**config.mk**
```make
export PLATFORM = sky130hd
export DESIGN_NAME = adder_bit32_sync
export DESIGN_NICKNAME = d
export VERILOG_FILES = /design/src/rtl/adder_bit32_sync.sv
export SDC_FILE = /design/constraint.sdc
export NUM_CORES = 1
export LEC_CHECK = 0
export CAP_MARGIN = 20
export CORE_MARGIN = 10
export CORE_UTILIZATION = 30
export CTS_BUF_LIST = sky130_fd_sc_hd__clkbuf_16
export CTS_CLUSTER_DIAMETER = 30
export DETAILED_ROUTE_END_ITERATION = 7
export PLACE_DENSITY = 0.57
export SLEW_MARGIN = 5
export SYNTH_ARGS = -nofsm -noshare
export SYNTH_HDL_FRONTEND = slang
export SYNTH_SLANG_ARGS = --single-unit
```
**constraint.sdc**
```tcl
create_clock -name clk -period 4.2 [get_ports clk]
set_input_delay 0.63 -clock clk [delete_from_list [all_inputs] [get_ports clk]]
set_output_delay 0.63 -clock clk [all_outputs]
set_load 0.005 [all_outputs]
```
**src/rtl/adder_bit32_sync.sv**
```systemverilog
// 32-bit registered adder/subtractor built from eight 4-bit carry-lookahead groups
// with ripple carry between groups; results appear one cycle after the operands.
module adder_bit32_sync (
    input  logic        clk,
    input  logic        rst,
    input  logic [31:0] in0,
    input  logic [31:0] in1,
    input  logic        sub,
    output logic [31:0] out,
    output logic        cout
);

    localparam int unsigned NUM_GROUPS = 8;
    localparam int unsigned GROUP_W    = 4;

    logic [31:0]           in1_x;
    logic [31:0]           gen_bit;
    logic [31:0]           prop_bit;
    logic [31:0]           sum_bit;
    logic [NUM_GROUPS:0]   group_carry;

    logic [31:0] out_d;
    logic [31:0] out_q;
    logic        cout_d;
    logic        cout_q;

    // Subtract is invert-and-add-one: sub flips operand B and feeds the carry-in.
    assign in1_x          = in1 ^ {32{sub}};
    assign gen_bit        = in0 & in1_x;
    assign prop_bit       = in0 ^ in1_x;
    assign group_carry[0] = sub;

    genvar gi;
    generate
        for (gi = 0; gi < NUM_GROUPS; gi++) begin : g_cla
            logic [GROUP_W-1:0] g;
            logic [GROUP_W-1:0] p;
            logic [GROUP_W:0]   c;

            assign g    = gen_bit[gi*GROUP_W +: GROUP_W];
            assign p    = prop_bit[gi*GROUP_W +: GROUP_W];
            assign c[0] = group_carry[gi];

            // Every in-group carry is a flat sum of products of the group inputs.
            assign c[1] = g[0]
                        | (p[0] & c[0]);
            assign c[2] = g[1]
                        | (p[1] & g[0])
                        | (p[1] & p[0] & c[0]);
            assign c[3] = g[2]
                        | (p[2] & g[1])
                        | (p[2] & p[1] & g[0])
                        | (p[2] & p[1] & p[0] & c[0]);
            assign c[4] = g[3]
                        | (p[3] & g[2])
                        | (p[3] & p[2] & g[1])
                        | (p[3] & p[2] & p[1] & g[0])
                        | (p[3] & p[2] & p[1] & p[0] & c[0]);

            assign sum_bit[gi*GROUP_W +: GROUP_W] = p ^ c[GROUP_W-1:0];
            assign group_carry[gi+1]              = c[GROUP_W];
        end
    endgenerate

    // NOTE: give every always_comb output a value at the top so no path infers a latch.
    always_comb begin
        out_d  = sum_bit;
        cout_d = group_carry[NUM_GROUPS];
    end

    // NOTE: registers are assigned with <= so every flop samples pre-edge values.
    always_ff @(posedge clk) begin
        if (rst) begin
            out_q  <= 32'h0;
            cout_q <= 1'b0;
        end else begin
            out_q  <= out_d;
            cout_q <= cout_d;
        end
    end

    assign out  = out_q;
    assign cout = cout_q;

endmodule

```
# Word level (Yosys, flattened, before mapping)
# Cells that the tools add are included.
[word_totals] ff_bits=33 latchBits=0 ram_bits=0 rom_bits=0 inputBits=67 output_inout_bits=33 wordCells=221 mem_count=0
[classes] n_addsub=0 multipliers=0 n_div=0 order_cmp=0 n_eq_ne=0 shifts=0 mux=0 bitwise_logic=219 n_reduce_logical=0
[ops] cell="bitwise AND 1 bit" count=128
[ops] cell="bitwise OR 1 bit" count=80
[ops] cell="XOR 32 bit" count=2
[ops] cell="bitwise AND 32 bit" count=1
[ops] cell="XOR 4 bit" count=8

# Longest topological paths before layout
# Gate-level depths: netlist (run 1).
[depth] depth_word=22 depth_mapped=13

# Least setup slack after synthesis (run 1)
# OpenSTA, ideal clock, no wires.
[synth_timing] path_type="input to register" start="input sub" end="register out_q[29], in the netlist out[29]" setup_ps=127 t_arrival_ps=3349 slack_ps=724 stages=13 path_cell_list="buf_6 clkbuf_1 xor2_1 ha_1 nand2_1 nor3_1 a21oi_4 o211a_4 o21bai_4 a31oi_1 fa_1 xor2_1 nor2_1"
[synth_between] elab_chain_cells=22 word_cells_on_any_way=83 cone_classes="bitwise (83)"
[synth_lines] item="start: declaration" line="8" rtl="input logic sub,"
[synth_lines] item="XOR 32 bit" line="28" rtl="assign in1_x = in1 ^ {32{sub}};"
[synth_lines] item="XOR 32 bit or bitwise AND 32 bit (tied branches)" line="30, 29"
[synth_lines] item="bitwise AND 1 bit (on tied branches)"
[synth_lines] item="bitwise OR 1 bit (tied with other cells)" line="55" rtl="| (p[3] & g[2])"
[synth_lines] item="bitwise OR 1 bit (tied with other cells)" line="56" rtl="| (p[3] & p[2] & g[1])"
[synth_lines] item="bitwise OR 1 bit or bitwise AND 1 bit (tied branches)" line="57, 58"
[synth_lines] item="bitwise OR 1 bit" line="58" rtl="| (p[3] & p[2] & p[1] & p[0] & c[0]);"
[synth_lines] item="bitwise AND 1 bit" line="58"
[synth_lines] item="(+6 left out)"
[synth_lines] item="bitwise OR 1 bit" line="58"
[synth_lines] item="bitwise AND 1 bit" line="58"
[synth_lines] item="bitwise OR 1 bit" line="58"
[synth_lines] item="bitwise AND 1 bit" line="58"
[synth_lines] item="bitwise OR 1 bit" line="58"
[synth_lines] item="bitwise AND 1 bit" line="46" rtl="| (p[0] & c[0]);"
[synth_lines] item="bitwise OR 1 bit" line="46"
[synth_lines] item="XOR 4 bit (*)" line="60" rtl="assign sum_bit[gi*GROUP_W +: GROUP_W] = p ^ c[GROUP_W-1:0];"
[synth_lines] item="end signal: assignment" line="77" rtl="out_q <= out_d;"
[synth_lines] item="end: declaration" line="23" rtl="logic [31:0] out_q;"
# Mark *: on every way between the ends. The rest lies on a longest branch, timed or not.
# A chain may end at the register's enable or synchronous reset.

# Worst setup path after layout (run 1)
# Same ends and word-level chain as after synthesis.

==> results.yml, run 1 <==
logic_synthesis:
  yosys-top-cells-count: "nor2_1, xor2_1, dfxtp_1"
  synth_xor_area_frac: 0.169
  synth.area.top_cells: "dfxtp_1, ha_1, xor2_1"
  synth.most_common_cell: "nor2_1"
  synth-seq-cells: 33
  synth_top_area_cell: "dfxtp_1"
  yosysUniqueCellTypes: 45
  syn-num-nets: 409
  synth_top_family_by_area: "adder cells"
  avgSynthCellArea_sq_um: 8.72
  synth_compound_area_frac: 0.140
  syn_area_sq_um: 2640
  synth-adder-area-share: 0.205
  ys.flop_type: "dfxtp_1"
  synthMuxAreaShare: 0.00805
  synth_top_area_share: 0.250
  synthCells: 303
  synth_edf_count: 0
  ys_seq_area_frac: 0.250
  ys_async_sr_fraction: 0
  yosys.area_share.simple: 0.186
  yosys_warnings: 0
power_and_ir_drop:
  power_mw: 1.38
  internal_power_mw: 0.971
  netSwitchingPower_mw: 0.409
  leakagePower_nw: 1.68
  p_clk_frac: 0.294
  p_sw_frac: 0.296
  p_per_area_nw_per_um2: 354
  seqPwrFrac: 0.284
  p_comb_frac: 0.422
  ir_drop_v: 0.000152
setup_path:
  required_ns: 4.34
  worst_setup_path_end_kind: "flop"
  arrival_ns: 3.47
  critical_path.cell_chain: "buf_2, buf_4, xor2_1, ha_1, nand3_1, o2bb2ai_1, a221oi_2, o211a_4, o21bai_4, a31oi_1, fa_1, xor2_1, nor2_1"
  cp_slowest_cell: "fa_1"
  crit_top_cell: "xor2_1"
  critical_path.max_stage_delay_ns: 0.42
  cp_max_fo: 18
  path_class: "primary input to flop"
  crit_path_start_kind: "primary input"
sta:
  period_share: 0.794
  final-max-slew-violation-count: 0
  fmax_mhz: 300
  finalSetupViolCount: 0
  finalHoldViolations: 0
  worst_pin_slew_ns: 0.787
  slew_headroom: 0.476
  min_period_ns: 3.33
  grt_setup_unrepaired: "no"
  tns_ns: 0
global_routing:
  grt_pass1_wl_microns: 11800
  grt_max_degree: 44
  antenna_found_initial: 0
  grt_pass1_vias: 2518
  grt_use_total: 0.111
  grt-ovfl-total: 0
floorplan:
  rows: 34
  io_pins: 100
  die_area_sq_um: 13000
  coreArea_sq_um: 8640
  start_util: 0.306
  die_h_microns: 114
  fp.dieW_microns: 114
clocking:
  tritoncts: "built"
  ctsResizeCount: 0
  path_clk_slew_ns: 0.05
  clockRootBuffer: "clkbuf_16"
  clk_path_buf_depth: 2
  cts_setup_buffers: 0
  clkSinkCount: 33
  cts_hold_buf: 0
  cts.htree.levels: 2
  cts_made_buffers: 5
drt:
  drt_first_pass_iters: 4
  drt-total-wl_microns: 7210
  wl_per_cell_microns: 14.1
  drt_iter0_markers: 60
  vias: 2378
  drc_errors: 0
  avgViaCountPerCell: 4.64
  final_antenna_net_count: 0
finish:
  fillers: 888
  layout-drive-gt1-share: 0.0446
  area.growth.synth_to_final_pct: 47.5
  num_antenna_cells: 0
  multi_input_area_sq_um: 1870
  seq_area_sq_um: 661
  post-route-cell-area_sq_um: 3900
  final_nets: 509
placed_design:
  dp_hpwl_microns: 6070
  gp_congestion: 0.788
  placed_cell_area_sq_um: 3740
  io_buffer_count: 99
run_status:
  outcome: "complete, no violations"
run:
  cap_violations: 0
min_path:
  hp-class: "primary input to flop"
## through the flow
step,std cells,util,hold WS [ns],setup slack [ns]
5_1_grt,512,0.451,0.956,0.585
4_1_cts,512,0.451,0.920,0.807
6_report,512,0.451,0.914,0.865
3_3_place_gp,504,0.433,1.20,0.587
2_1_floorplan,303,-,0.817,0.724
3_5_place_dp,504,0.433,1.21,0.518
## cell type report
class	count	share of cell area
clock buffers	5	0.0321
multi-input cells	242	0.479
flip-flops and latches	33	0.169
repair buffers	101	0.255
clock inverters	3	0.00963
inverters	20	0.0193
well taps	108	0.0347
## layout by cell type, fill, tap and decap left out, drive strengths merged, types with 8 or more instances in the layout
cell	Yosys	final
o21ai	11	11
nor2	47	47
xor2	43	43
dfxtp	33	33
ha	32	32
nand3	9	9
inv	20	21
xnor2	8	8
a21oi	13	13
clkdlybuf4s50	0	97
nand2	11	11
nor3	11	11
## metal layers
| layer | GRT usage | wire (microns) | vias to the layer above |
|---|---|---|---|
| met1 | 0.114 | 2850 | 1083 |
| li1 | - | - | 1236 |
| met4 | 0.0351 | 98 | 0 |
| met2 | 0.210 | 3800 | 53 |
| met5 | 0 | 0 | - |
| met3 | 0.0336 | 464 | 6 |
## final timing paths
check / end / slack (ns) / start / cells past startpoint
worst max-delay path: out[29] / 0.87 / sub / 13
worst min-delay path: out[24] / 0.91 / rst / 2
## worst max-delay path: cells and delay by family
family                     cells  cell delay, ns
buffers and inverters          2            0.73
xor gates and xnor gates       2            0.24
adders and majority gates      2            0.80
and+or+nand+nor                2            0.15
AOI/OAI and AO/OA              5            0.91
## power groups by stage
stage | clock, mW | sequential [mW] | combinational [mW]
5_1_grt | 0.433 | 0.399 | 0.654
3_5_place_dp | 0 | 0.399 | 0.593
3_3_place_gp | 0 | 0.399 | 0.587
4_1_cts | 0.421 | 0.393 | 0.596
6_report | 0.406 | 0.391 | 0.583
2_1_floorplan | 0 | 0.405 | 0.325
## state kept, by name, indices dropped and copies added, names as in the netlist
register and count:
out 32, cout 1
## cells by family (layout without fill, tap and decap cells)
group / Yosys count / in the layout
buffers and inverters: 28 / 129
xor gates and xnor gates: 51 / 51
AOI/OAI and AO/OA: 49 / 49
DFF: 33 / 33
muxes: 2 / 2
and+or+nand+nor: 101 / 101
adders and majority gates: 39 / 39
Note: power is estimated with default switching activity, not from simulation.
==> run 2, diff against run 1 <==
==> constraint.sdc (replaced) <==
create_clock -name clk -period 3.39 [get_ports clk]
set_input_delay 0.5085 -clock clk [delete_from_list [all_inputs] [get_ports clk]]
set_output_delay 0.5085 -clock clk [all_outputs]
set_load 0.005 [all_outputs]
==> results.yml, run 2 (synthesis gave the netlist of run 1 again) <==
run_status:
  outcome: "complete, no violations"
clocking:
  cts_made_buffers: 5
  ctsResizeCount: 0
  cts_hold_buf: 0
  clk_path_buf_depth: 2
  clockRootBuffer: "clkbuf_16"
  tritoncts: "built"
  path_clk_slew_ns: 0.06
  cts.htree.levels: 2
  clkSinkCount: 33
  cts_setup_buffers: 0
drt:
  drc_errors: 0
  wl_per_cell_microns: 14.0
  drt_first_pass_iters: 4
  avgViaCountPerCell: 4.64
  vias: 2403
  final_antenna_net_count: 0
  drt_iter0_markers: 102
  drt-total-wl_microns: 7260
global_routing:
  grt-ovfl-total: 0
  grtUsageMet1: 0.122
  grt_pass1_vias: 2509
  met2_usage: 0.202
  grt_use_total: 0.111
  antenna_found_initial: 0
  grt_pass1_wl_microns: 11800
  grt.busiest_layer: "met2"
  use_met3: 0.0320
  grt_max_degree: 44
placed_design:
  gp_congestion: 0.785
  io_buffer_count: 99
  dp_slack_ns: 0.0228
  dp_hpwl_microns: 6080
sta:
  finalHoldViolations: 0
  min_period_ns: 3.06
  fmax_mhz: 327
  tns_ns: 0
  slew_headroom: 0.475
  period_share: 0.903
  final-max-slew-violation-count: 0
  worst_pin_slew_ns: 0.788
  grt_setup_unrepaired: "no"
  finalSetupViolCount: 0
  setup_ws_ns: 0.330
  fin_hold_ws_ns: 0.781
min_path:
  hp-class: "primary input to flop"
finish:
  largest_register_ffs: 32
  final_cell_mix: "clkdlybuf4s50_1, nor2_1, xor2_1"
  final_common_cell: "clkdlybuf4s50_1"
  final_nets: 515
  layout-drive-gt1-share: 0.0610
  utilization: 0.457
  num_antenna_cells: 0
  area.growth.synth_to_final_pct: 49.3
power_and_ir_drop:
  power_mw: 1.66
  p_per_area_nw_per_um2: 422
  ir_drop_v: 0.000209
  leakagePower_nw: 1.71
floorplan:
  die_area_sq_um: 13000
  fp.dieW_microns: 114
  start_util: 0.306
  io_pins: 100
  rows: 34
  die_h_microns: 114
  coreArea_sq_um: 8640
setup_path:
  arrival_ns: 3.20
  required_ns: 3.53
  crit_path_start_kind: "primary input"
  worst_setup_path_end_kind: "flop"
  cp_max_fo: 8
  path_class: "primary input to flop"
run:
  cap_violations: 0
==> run 2: changes by cell type in the layout (fill, tap and decap cells not counted), sizes merged <==
cell,change
buf,+6
bufinv,-1
clkinv,+1
==> run 2: critical path, stage by stage <==
cell and delay (ns):
clkdlybuf4s50_1 0.49, xor2_1 0.15, ha_1 0.32, a21o_1 0.21
o2bb2ai_1 0.15, buf_4 0.16, a211oi_1 0.44, o41ai_1 0.16
o41ai_1 0.35, xor2_1 0.20, nor2_1 0.05
==> run 2: cell type report <==
cell class	instances	area [sq um]
clock buffer	5	125
clock inverter	3	13.8
fill	858	4690
inverter	20	75.1
multi-input combinational	242	1870
sequential	33	661
tap	108	135
timing repair buffer	107	1070
==> run 2: metrics by stage <==
step / cell area, sq um / std cells
global route: 3950 / 518
global placement: 3810 / 510
CTS: 3950 / 518
detailed placement: 3810 / 510
finish: 3950 / 518
floorplan: 2640 / 303
==> run 2: per-layer routing <==
metal	routed length, microns	vias to the layer above	share of wire
met5	0	-	0
met1	2970	1092	0.41
met3	441	8	0.061
li1	-	1248	-
met2	3720	55	0.51
met4	125	0	0.017
==> run 2: path summary, 6_finish.rpt <==
kind                       to    start  depth (start not counted)  slack, ns
worst max-delay path  out[19]  in1[11]                         11       0.33
worst min-delay path  out[28]      rst                          2       0.78
==> run 2: report_power, final <==
group	internal, mW	switching (mW)	total (mW)
logic	0.413	0.330	0.743
clock network	0.267	0.170	0.437
registers	0.464	0.0195	0.484
==> run 3, diff against run 2 <==
--- a/config.mk
+++ b/config.mk
@@ -5,13 +5,13 @@
 export SDC_FILE = /design/constraint.sdc
 export NUM_CORES = 1
 export LEC_CHECK = 0
-export CAP_MARGIN = 20
+export CAP_MARGIN = 40
 export CORE_MARGIN = 10
 export CORE_UTILIZATION = 30
-export CTS_BUF_LIST = sky130_fd_sc_hd__clkbuf_16
 export CTS_CLUSTER_DIAMETER = 30
 export DETAILED_ROUTE_END_ITERATION = 7
 export PLACE_DENSITY = 0.57
+export SETUP_SLACK_MARGIN = 0.4
 export SLEW_MARGIN = 5
 export SYNTH_ARGS = -nofsm -noshare
 export SYNTH_HDL_FRONTEND = slang
==> results.yml, run 3 (synthesis gave the netlist of run 1 again) <==
run_status:
  outcome: "complete, no violations"
global_routing:
  grt_use_total: 0.108
  grt_max_degree: 44
  antenna_found_initial: 0
  grt_pass1_wl_microns: 11700
  grt_pass1_vias: 2536
  grt-ovfl-total: 0
sta:
  finalSetupViolCount: 0
  grt_setup_unrepaired: "no"
  final-max-slew-violation-count: 0
  tns_ns: 0
  period_share: 0.848
  worst_pin_slew_ns: 0.780
  fmax_mhz: 348
  slew_headroom: 0.480
  min_period_ns: 2.87
  finalHoldViolations: 0
clocking:
  cts_hold_buf: 0
  path_clk_slew_ns: 0.07
  clockRootBuffer: "clkbuf_8"
  clk_path_buf_depth: 2
  cts.htree.levels: 2
  cts_made_buffers: 5
  tritoncts: "built"
  clkSinkCount: 33
power_and_ir_drop:
  internal_power_mw: 1.05
  p_per_area_nw_per_um2: 387
  ir_drop_v: 0.000157
  p_comb_frac: 0.502
  netSwitchingPower_mw: 0.517
  p_clk_frac: 0.189
  seqPwrFrac: 0.309
  power_mw: 1.57
  p_sw_frac: 0.330
  leakagePower_nw: 1.77
finish:
  layout-drive-gt1-share: 0.107
  final_cell_mix: "clkdlybuf4s50_1, nor2_1, xor2_1"
  area.growth.synth_to_final_pct: 53.3
  final_nets: 526
  utilization: 0.469
  num_antenna_cells: 0
  largest_register_ffs: 32
  final_common_cell: "clkdlybuf4s50_1"
  post-route-cell-area_sq_um: 4050
floorplan:
  die_area_sq_um: 13000
  start_util: 0.306
  rows: 34
  coreArea_sq_um: 8640
  io_pins: 100
  fp.dieW_microns: 114
  die_h_microns: 114
min_path:
  hold_path_end: "out[1]"
  hp-start: "in1[0]"
  min_path_cells: 4
  hp-class: "primary input to flop"
setup_path:
  path_class: "primary input to flop"
  crit_path_start_kind: "primary input"
  arrival_ns: 3.08
  required_ns: 3.60
  cpLargestDelayFamily: "compound AO/OA/AOI/OAI gates"
  cp_slowest_cell: "clkdlybuf4s50_1"
  path_buf_inv: 1
  worst_setup_path_end_kind: "flop"
  cp_max_fo: 4
  critical_path.max_stage_delay_ns: 0.49
  critical_path.cell_chain: "clkdlybuf4s50_1, xor2_1, ha_1, a21oi_2, o2bb2ai_2, a221oi_2, o211a_4, o21bai_4, a31oi_4, fa_2, nor2_1"
placed_design:
  placed_cell_area_sq_um: 3800
  dp_hpwl_microns: 5880
  io_buffer_count: 99
  gp_congestion: 0.783
drt:
  drt_first_pass_iters: 5
  vias: 2436
  final_antenna_net_count: 0
  drc_errors: 0
  wl_per_cell_microns: 13.8
  drt_iter0_markers: 85
  avgViaCountPerCell: 4.60
  drt-total-wl_microns: 7280
run:
  cap_violations: 0
[run 3: changes by cell type in the layout (fill, tap and decap cells not counted), sizes merged]
cell,previous run,this run
buf,10,21
inv,21,20
clkbuf,5,8
clkdlybuf4s50,97,94
clkinv,2,0
dlymetal6s2s,0,3
[run 3: through the flow]
step / cells / setup slack (ns) / hold slack [ns]
after floorplan: 303 / 0.385 / 0.696
after global placement: 508 / 0.131 / 1.08
after detailed placement: 508 / 0.0903 / 1.09
after CTS: 517 / 0.407 / 0.785
after global routing: 529 / 0.391 / 0.710
final: 529 / 0.516 / 0.682
[run 3: repair_timing]
item,CTS,global route
buffers inserted,1,12
gates resized for setup,2,13
endpoints found under the setup margin,3,9
hold endpoints to repair,0,0
cloned,0,0
pin swaps,2,15
[run 3: layout make-up]
type | count | area, sq um
Sequential cell | 33 | 661
Clock buffer | 8 | 80.1
Multi-Input combinational cell | 242 | 1940
Tap cell | 108 | 135
Inverter | 20 | 75.1
Timing Repair Buffer | 118 | 1160
Fill cell | 853 | 4590
[run 3: how the worst max path moves through the flow]
| stage | endpoint | startpoint | slack [ns] | cells past startpoint |
|---|---|---|---|---|
| floorplan | out[29] | sub | 0.39 | 13 |
| global placement | out[24] | in1[0] | 0.13 | 11 |
| detailed placement | out[28] | in1[11] | 0.09 | 11 |
| CTS | out[29] | in1[6] | 0.41 | 12 |
| global route | out[28] | in1[9] | 0.39 | 11 |
| finish | out[28] | in1[9] | 0.52 | 11 |
[run 3: worst min-delay path, cell delays in order]
cell	delay, ns
dlymetal6s2s_1	0.13
mux2i_1	0.10
xor2_1	0.13
nor2_1	0.05
[run 3: per-layer routing]
| layer | GRT usage | routed length (microns) |
|---|---|---|
| met1 | 0.131 | 3270 |
| met2 | 0.175 | 3270 |
| met3 | 0.0446 | 669 |
| met4 | 0.0251 | 62 |
| met5 | 0 | 0 |
[run 3: power groups by stage]
| stage | Sequential (mW) | Combinational, mW | Clock [mW] |
|---|---|---|---|
| 4_1_cts | 0.486 | 0.760 | 0.308 |
| 3_5_place_dp | 0.494 | 0.750 | 0 |
| 2_1_floorplan | 0.502 | 0.411 | 0 |
| 6_report | 0.484 | 0.786 | 0.296 |
| 3_3_place_gp | 0.493 | 0.743 | 0 |
| 5_1_grt | 0.494 | 0.875 | 0.322 |
